File: src/rtl/mod_reducer_pkg.sv
// Shared constants and state encoding for the limb-serial conditional modular reducer.
// Build option: define MODRED_EARLY_EXIT_EN to enable the top-limb early-exit path.
package mod_reducer_pkg;

  localparam int unsigned N        = 514;
  localparam int unsigned Limb     = 128;
  localparam int unsigned NumLimbs = (N + 1 + Limb - 1) / Limb;
  localparam int unsigned ExtW     = NumLimbs * Limb;
  localparam int unsigned IdxW     = $clog2(NumLimbs);

  localparam logic [IdxW-1:0] LastIdx = IdxW'(NumLimbs - 1);

  typedef enum logic [1:0] {
    StIdle = 2'd0,
    StSub  = 2'd1,
    StSel  = 2'd2
  } state_e;

endpackage

File: src/rtl/mod_reducer_limb_sub.sv
// One limb of the subtract chain: {bout, diff} = a - b - bin. Purely combinational.
module mod_reducer_limb_sub
  import mod_reducer_pkg::*;
(
  input  logic [Limb-1:0] a_i,
  input  logic [Limb-1:0] b_i,
  input  logic            bin_i,
  output logic [Limb-1:0] diff_o,
  output logic            bout_o
);

  logic [Limb:0] full;

  // The extra top bit goes to one exactly when a - b - bin is negative.
  assign full   = {1'b0, a_i} - {1'b0, b_i} - {{Limb{1'b0}}, bin_i};
  assign diff_o = full[Limb-1:0];
  assign bout_o = full[Limb];

endmodule

File: src/rtl/mod_reducer.sv
// Conditional modular subtraction s mod M (s < 2M), one limb per cycle via a shared subtractor.
// Build option: MODRED_EARLY_EXIT_EN skips the subtract pass when top(s) < top(M).
module mod_reducer
  import mod_reducer_pkg::*;
(
  input  logic         clk_i,
  input  logic         resetn_i,
  input  logic         start_i,
  input  logic [N:0]   in_sum_i,
  input  logic [N-1:0] in_mod_i,
  output logic [N-1:0] result_o,
  output logic         done_o,
  output logic         busy_o
);

  state_e              state_q, state_d;
  logic [ExtW-1:0]     s_q, s_d;
  logic [ExtW-1:0]     m_q, m_d;
  logic [ExtW-1:0]     diff_q, diff_d;
  logic                borrow_q, borrow_d;
  logic [IdxW-1:0]     idx_q, idx_d;
  logic [N-1:0]        result_q, result_d;
  logic                done_q, done_d;

  logic [ExtW-1:0]     s_ext, m_ext;
  logic [Limb-1:0]     limb_diff;
  logic                limb_bout;
  logic                early_exit;

  assign s_ext = {{(ExtW - N - 1){1'b0}}, in_sum_i};
  assign m_ext = {{(ExtW - N){1'b0}}, in_mod_i};

`ifdef MODRED_EARLY_EXIT_EN
  // Strictly smaller top limb already proves s < M, so s is the answer.
  assign early_exit = (s_ext[ExtW-1 -: Limb] < m_ext[ExtW-1 -: Limb]);
`else
  assign early_exit = 1'b0;
`endif

  mod_reducer_limb_sub u_limb_sub (
    .a_i    (s_q[Limb-1:0]),
    .b_i    (m_q[Limb-1:0]),
    .bin_i  (borrow_q),
    .diff_o (limb_diff),
    .bout_o (limb_bout)
  );

  always_comb begin
    state_d  = state_q;
    s_d      = s_q;
    m_d      = m_q;
    diff_d   = diff_q;
    borrow_d = borrow_q;
    idx_d    = idx_q;
    result_d = result_q;
    done_d   = 1'b0;

    unique case (state_q)
      StIdle: begin
        if (start_i) begin
          s_d      = s_ext;
          m_d      = m_ext;
          diff_d   = '0;
          idx_d    = '0;
          borrow_d = early_exit;
          state_d  = early_exit ? StSel : StSub;
        end
      end
      StSub: begin
        // s rotates so it is back in place for the final select; d fills from the top.
        s_d      = {s_q[Limb-1:0], s_q[ExtW-1:Limb]};
        m_d      = {{Limb{1'b0}}, m_q[ExtW-1:Limb]};
        diff_d   = {limb_diff, diff_q[ExtW-1:Limb]};
        borrow_d = limb_bout;
        idx_d    = idx_q + 1'b1;
        if (idx_q == LastIdx) begin
          state_d = StSel;
        end
      end
      StSel: begin
        result_d = borrow_q ? s_q[N-1:0] : diff_q[N-1:0];
        done_d   = 1'b1;
        state_d  = StIdle;
      end
      default: begin
        state_d = StIdle;
      end
    endcase
  end

  always_ff @(posedge clk_i or negedge resetn_i) begin
    if (!resetn_i) begin
      state_q  <= StIdle;
      s_q      <= '0;
      m_q      <= '0;
      diff_q   <= '0;
      borrow_q <= 1'b0;
      idx_q    <= '0;
      result_q <= '0;
      done_q   <= 1'b0;
    end else begin
      state_q  <= state_d;
      s_q      <= s_d;
      m_q      <= m_d;
      diff_q   <= diff_d;
      borrow_q <= borrow_d;
      idx_q    <= idx_d;
      result_q <= result_d;
      done_q   <= done_d;
    end
  end

  assign result_o = result_q;
  assign done_o   = done_q;
  // Busy covers the done cycle too, even though the FSM is already back in idle.
  assign busy_o   = (state_q != StIdle) || done_q;

endmodule

File: config.mk
export PLATFORM = sky130hd
export DESIGN_NAME = mod_reducer
export DESIGN_NICKNAME = d
export VERILOG_FILES = /design/src/rtl/mod_reducer_pkg.sv /design/src/rtl/mod_reducer_limb_sub.sv /design/src/rtl/mod_reducer.sv
export SDC_FILE = /design/constraint.sdc
export NUM_CORES = 2
export LEC_CHECK = 0
export BUFFER_PORTS_ARGS = -buffer_cell sky130_fd_sc_hd__buf_2
export CORE_AREA = 3 3 602 604
export CTS_CLUSTER_DIAMETER = 200
export DETAILED_ROUTE_END_ITERATION = 10
export DIE_AREA = 0 0 605 607
export GPL_ROUTABILITY_DRIVEN = 1
export GPL_TIMING_DRIVEN = 1
export PLACE_DENSITY = 0.57
export SLEW_MARGIN = 20
export SYNTH_ARGS = -nofsm -noshare
export SYNTH_HDL_FRONTEND = slang
export SYNTH_HIERARCHICAL = 1
export SYNTH_SLANG_ARGS = --single-unit
File: constraint.sdc
create_clock -name clk_i -period 3.95 [get_ports clk_i]
set_clock_uncertainty 0.05 [all_clocks]
set_input_delay 0.5925 -clock clk_i [delete_from_list [all_inputs] [get_ports clk_i]]
set_output_delay 0.5925 -clock clk_i [all_outputs]
set_load 0.01 [all_outputs]
* Word level (Yosys, flattened, before mapping)
Cells that the tools add are included.
** Storage, ports and cells
- Register bits after elaboration :: 2441
- Bits of input ports :: 1032
- Logic and storage cells :: 37
- Output and inout bits :: 516
** Cells by class
- $add $sub $neg :: 3
- Mux-type cells :: 15
- Reduce and logical (&&, ||, !) cells :: 6
- Equal/unequal tests :: 5
** Operators with widths (count)
- $pmux 640 s2 :: 3
- $mux 640 :: 3
- $mux 514 :: 1
- $sub 128x128->129 :: 1
- $sub 129x1->129 :: 1
- $pmux 3 s2 :: 1
- $mux 2 :: 2
- $ne 2x2->1 const B :: 2
- $pmux 2 s2 :: 1
- $reduce_and 2->1 :: 2
- $reduce_bool 2->1 :: 2
- $add 3x1->3 const B :: 1
- $eq 3x3->1 const B :: 1
- $mux 3 :: 1
- $eq 2x1->1 const B :: 1
- $eq 2x2->1 const B :: 1
- $logic_not 2->1 :: 1
- $mux 1 :: 2
- $pmux 1 s2 :: 1
- $logic_or 1x1->1 :: 1

* Longest topological paths before layout
- Word-level depth :: 3
- Depth in mapped cells :: 18

* Hierarchy
The synthesis kept the hierarchy.
** Modules (own cells, without submodules)
- mod_reducer :: cells each 7645, area an instance 101831.4 sq um, instances 1
- mod_reducer_limb_sub :: cells each 1879, area an instance 11657.4 sq um, instances 1

* Least setup slack after synthesis
No wires, ideal clock.
- Path kind :: register to register
- Start point :: reg s_q[0]
- End point :: reg borrow_q
- Slack :: -0.305 ns
- Data arrival time :: 4.084 ns
- Setup time :: 0.121 ns
- Stages on the path, launching flop included :: 18
- Data required time :: 3.779 ns
- Clock period less this slack :: 4.255 ns
- Buffers on the path :: 0
- Cells stage by stage :: dfrtp_1 fa_1 inv_1 ha_1 or2_2 fa_1 nand2b_1 nand3_1 a21oi_1 o2111ai_1 a21boi_1 o311a_1 o2111ai_1 nand3_1 a221o_1 a21oi_1 xor2_1 a22o_1
** On the way
- Longest elaborated chain between the ends :: 3
** Ends and longest elaborated chain
- start, declared :: RTL line mod_reducer.sv:17 : logic [ExtW-1:0] s_q, s_d;
- start signal, assigned :: RTL line mod_reducer.sv:94 : s_q <= '0;
- start signal, assigned :: RTL line mod_reducer.sv:103 : s_q <= s_d;
- $sub 128x128->129 :: RTL line mod_reducer_limb_sub.sv:15 : assign full = {1'b0, a_i} - {1'b0, b_i} - {{Limb{1'b0}}, bin_i};
- $sub 129x1->129 :: RTL line mod_reducer_limb_sub.sv:15
- via limb_bout :: RTL line mod_reducer.sv:27 : logic limb_bout;
- $pmux 1 s2 :: RTL line mod_reducer.sv:58 : unique case (state_q)
- end signal, assigned :: RTL line mod_reducer.sv:106 : borrow_q <= borrow_d;
- end, declared :: RTL line mod_reducer.sv:20 : logic borrow_q, borrow_d;
The timed path passes the listed nets, and every way through them passes these cells.
A chain may end at the register's enable or synchronous reset.

* Final worst setup path
- Start point :: reg borrow_q
- End point :: reg diff_q[622]
** On the way
- Longest elaborated chain between the ends :: 2
** Ends and longest elaborated chain
- $sub 129x1->129 :: RTL line mod_reducer_limb_sub.sv:15
- via limb_diff[110] :: RTL line mod_reducer.sv:26 : logic [Limb-1:0] limb_diff;
- $pmux 640 s2 :: RTL line mod_reducer.sv:58
- end signal, assigned :: RTL line mod_reducer.sv:105 : diff_q <= diff_d;
- end, declared :: RTL line mod_reducer.sv:19 : logic [ExtW-1:0] diff_q, diff_d;
The timed path passes the listed nets, and every way through them passes these cells.

==> impl_metrics.csv <==
group,metric,value,unit
synth,synth_edf_count,0,
synth,synth.cell_area,0.113,sq mm
power_and_ir_drop,power.switching,67.4,mW
synth,syn_avg_cell_area,11.9,sq um
synth,yosys-top-cells-area,"dfrtp_1 51%, mux2_2 10%, a22o_1 6.9%, o221a_2 5.1%, or4b_1 4.5%",
global_routing,antenna_found_initial,162,
power_and_ir_drop,leakagePower,68.6,nW
die,die_h,607,microns
synth,async_reset_ff_share,100,%
sta,finalCritPeriodShare,114,%
sta,rsz0062_at_grt,"yes",
finish,fin_area,0.150,sq mm
die,dieArea,0.367,sq mm
synth,synth_area_leader_cell,"dfrtp_1",
critical_path,crit_type,"reg2reg",
power_and_ir_drop,p_comb_share,55.3,%
sta,worstMarginPinSlew,1.27,ns
critical_path,critical_path.startpoint_type,"register",
sta,finalWorstSetupSlack,-0.571,ns
routing,drc,0,
critical_path,end_kind,"register",
finish,nets,13427,
synth,yosys_warnings,6,
power_and_ir_drop,powerDensity,1060,mW/mm^2
critical_path,reg2reg_slack,-0.57,ns
placed_design,place_congestion,0.913,
power_and_ir_drop,cell_internal_pwr,92.4,mW
routing,dr.max_layer_used,"met5",
critical_path,worst-path-max-fanout,6,
global_routing,grt_pass1_vias,93768,
synth,synth_flop_cell,"dfrtp_1",
power_and_ir_drop,pwr-share-seq,28.1,%
critical_path,cp_data_required_time,4.72,ns
die,die_x,605,microns
die,initial_utilization,31.7,%
routing,vias,94243,
synth,synth.ff_latch_count,2315,
power_and_ir_drop,ir_drop,0.646,mV
synth,synth_cell_types,82,
cts,clk_latency,0.87,ns
sta,fmax,0.221,GHz
synth,synth_top_area_share,51.0,%
critical_path,cp-endpoint,"diff_q[622]$_DFFE_PN0P_",
sta,whs,0.0865,ns
finish,synthToLayoutAreaGrowth,32.3,%
placed_design,portBuffers,1547,
routing,wl_met1,216000,microns
placed_design,hpwl,363000,microns
sta,finalCriticalPeriod,4.52,ns
synth,ys_top_cells_by_count,"2315 x dfrtp_1, 1028 x mux2_2, 895 x a22o_1",
power_and_ir_drop,sw_frac_of_total,42.2,%
routing,wl_met2,221000,microns
cts,cts_tree,"done",
global_routing,grt_max_degree,218,
critical_path,reg2regPathDepth,20,
critical_path,r2r_end,"diff_q[622]$_DFFE_PN0P_",
routing,dr_wl_met3,30400,microns
cts,clkSinkCount,2315,
synth,synth_cells,9524,
synth,syn_nets,10814,
global_routing,grt_usage,26.1,%
routing,dr.pass1.iters,5,
sta,setup_viol,56,
power_and_ir_drop,clkPwrFrac,16.6,%
die,core,0.358,sq mm
routing,drtIter0Drc,8810,
sta,slew_headroom,15.5,%
synth,ys_seq_area_share,51.0,%
worst_hold_path,hold_class,"in2reg",
cts,htree_levels,5,
sta,finalSetupTns,-13.74,ns
outcome,status,"finished with violations",
cts,clkTransAtPathRegs,0.06,ns
routing,routed_wirelength,496000,microns
finish,drive_gt1_share,37.0,%
critical_path,r2r_start,"borrow_q$_DFFE_PN0P_",
routing,ant_nets,0,
finish,finalCoreUtilization,41.9,%
sta,hold_violations,0,
die,io_pins,1548,
die,row_count,220,
critical_path,crit_start,"borrow_q$_DFFE_PN0P_",
cts,root_buffer,"clkbuf_16",
outcome,violations,"negative setup slack",
global_routing,grt_pass1_wl,703000,microns
routing,drt-vias-per-instance,5.47,
synth,synth.most_common_cell,"dfrtp_1",
sta,finalMaxSlewViolations,0,
placed_design,placed_area,0.131,sq mm
cts,cts_made_buffers,277,
run,cap_viol_max_count,0,
cts,cts_buffer_depth,4,
routing,wl_per_cell,28.8,microns
global_routing,grt-ovfl-total,0,
critical_path,cp.arrival,5.29,ns
worst min path at each step:
stage	start	to	slack [ns]	cells past startpoint
6_report	in_sum_i[168]	s_q[168]$_DFFE_PN0P_	0.09	3
4_1_cts	in_sum_i[61]	s_q[61]$_DFFE_PN0P_	0.0003	3
2_1_floorplan	resetn_i	borrow_q$_DFFE_PN0P_	0.25	0
5_1_grt	in_sum_i[98]	s_q[98]$_DFFE_PN0P_	0.03	3
3_5_place_dp	diff_q[29]$_DFFE_PN0P_	diff_q[29]$_DFFE_PN0P_	0.43	1
3_3_place_gp	diff_q[49]$_DFFE_PN0P_	diff_q[49]$_DFFE_PN0P_	0.43	1
placed cells by master, fill, tap and decap left out, types with 384 or more instances in the layout:
master         instances
dfrtp_1             2310
buf_2               1545
mux2_2              1028
a22o_1               895
dlygate4sd3_1        854
inv_1                808
buf_4                655
or4b_1               515
o221a_2              515
nor2_1               505
nor3b_1              384
repair_timing:
action                                  4_1_cts  5_1_grt
hold buffers                                854        0
endpoints found under the setup margin      204       86
hold endpoints to repair                    897        0
resized for setup                           123      117
buffers inserted                             13       15
pin swaps                                    56       62
cells by family after synthesis:
family	share of synthesized area, %
buffers and inverters	6.22
xor gates and xnor gates	0.972
AOI/OAI and AO/OA	18.3
DFF	51.0
adders and majority gates	2.86
muxes	10.2
and+or+nand+nor	10.4
sequential cells by signal, summed over array words and instances, names as in the netlist:
signal    flops
state_q       2
borrow_q      1
s_q         640
result_o    514
m_q         514
diff_q      640
done_o        1
idx_q         3
through the flow:
step	setup WS, ns	instances	total power, mW
2_1_floorplan	-0.0483	9524	91.0
3_3_place_gp	-1.11	15759	128
3_5_place_dp	-1.07	15759	128
4_1_cts	-0.586	17114	158
5_1_grt	-0.718	17208	169
6_report	-0.571	17226	160
power groups by stage:
stage / Combinational [mW] / Clock [mW] / Sequential, mW
floorplan: 49.8 / 0 / 41.2
global placement: 83.2 / 0 / 44.8
detailed placement: 83.5 / 0 / 45.0
CTS: 86.3 / 27.0 / 44.7
global route: 95.3 / 28.0 / 45.9
finish: 88.4 / 26.5 / 44.9
layout make-up:
type | count | area [sq um]
inverters | 810 | 3040
flip-flops and latches | 2315 | 57900
fillers | 33983 | 208000
multi-input cells | 5521 | 49600
diodes | 104 | 260
clock inverters | 89 | 1120
well taps | 4773 | 5970
repair buffers | 3212 | 24000
clock buffers | 402 | 8170
per-layer routing:
layer  GRT usage, %  vias up
met4           13.9       32
met5              0        -
met2           39.5     3672
li1               -    41229
met3           4.37      961
met1           35.6    48349
worst max-delay path, cell delays in order (launching register included):
cell      delay, ns
dfrtp_4        0.45
inv_4          0.05
fa_1           0.52
inv_1          0.06
ha_2           0.17
or2_4          0.23
fa_2           0.36
nand2b_4       0.16
nand3_4        0.08
buf_6          0.10
a2111o_1       0.25
a31oi_1        0.13
o31a_1         0.30
a32o_2         0.29
a31o_4         0.27
a21oi_4        0.15
buf_12         0.15
o221ai_4       0.12
and3_4         0.20
a211oi_2       0.19
a22o_1         0.16
Power figures use the tool's default switching activity.
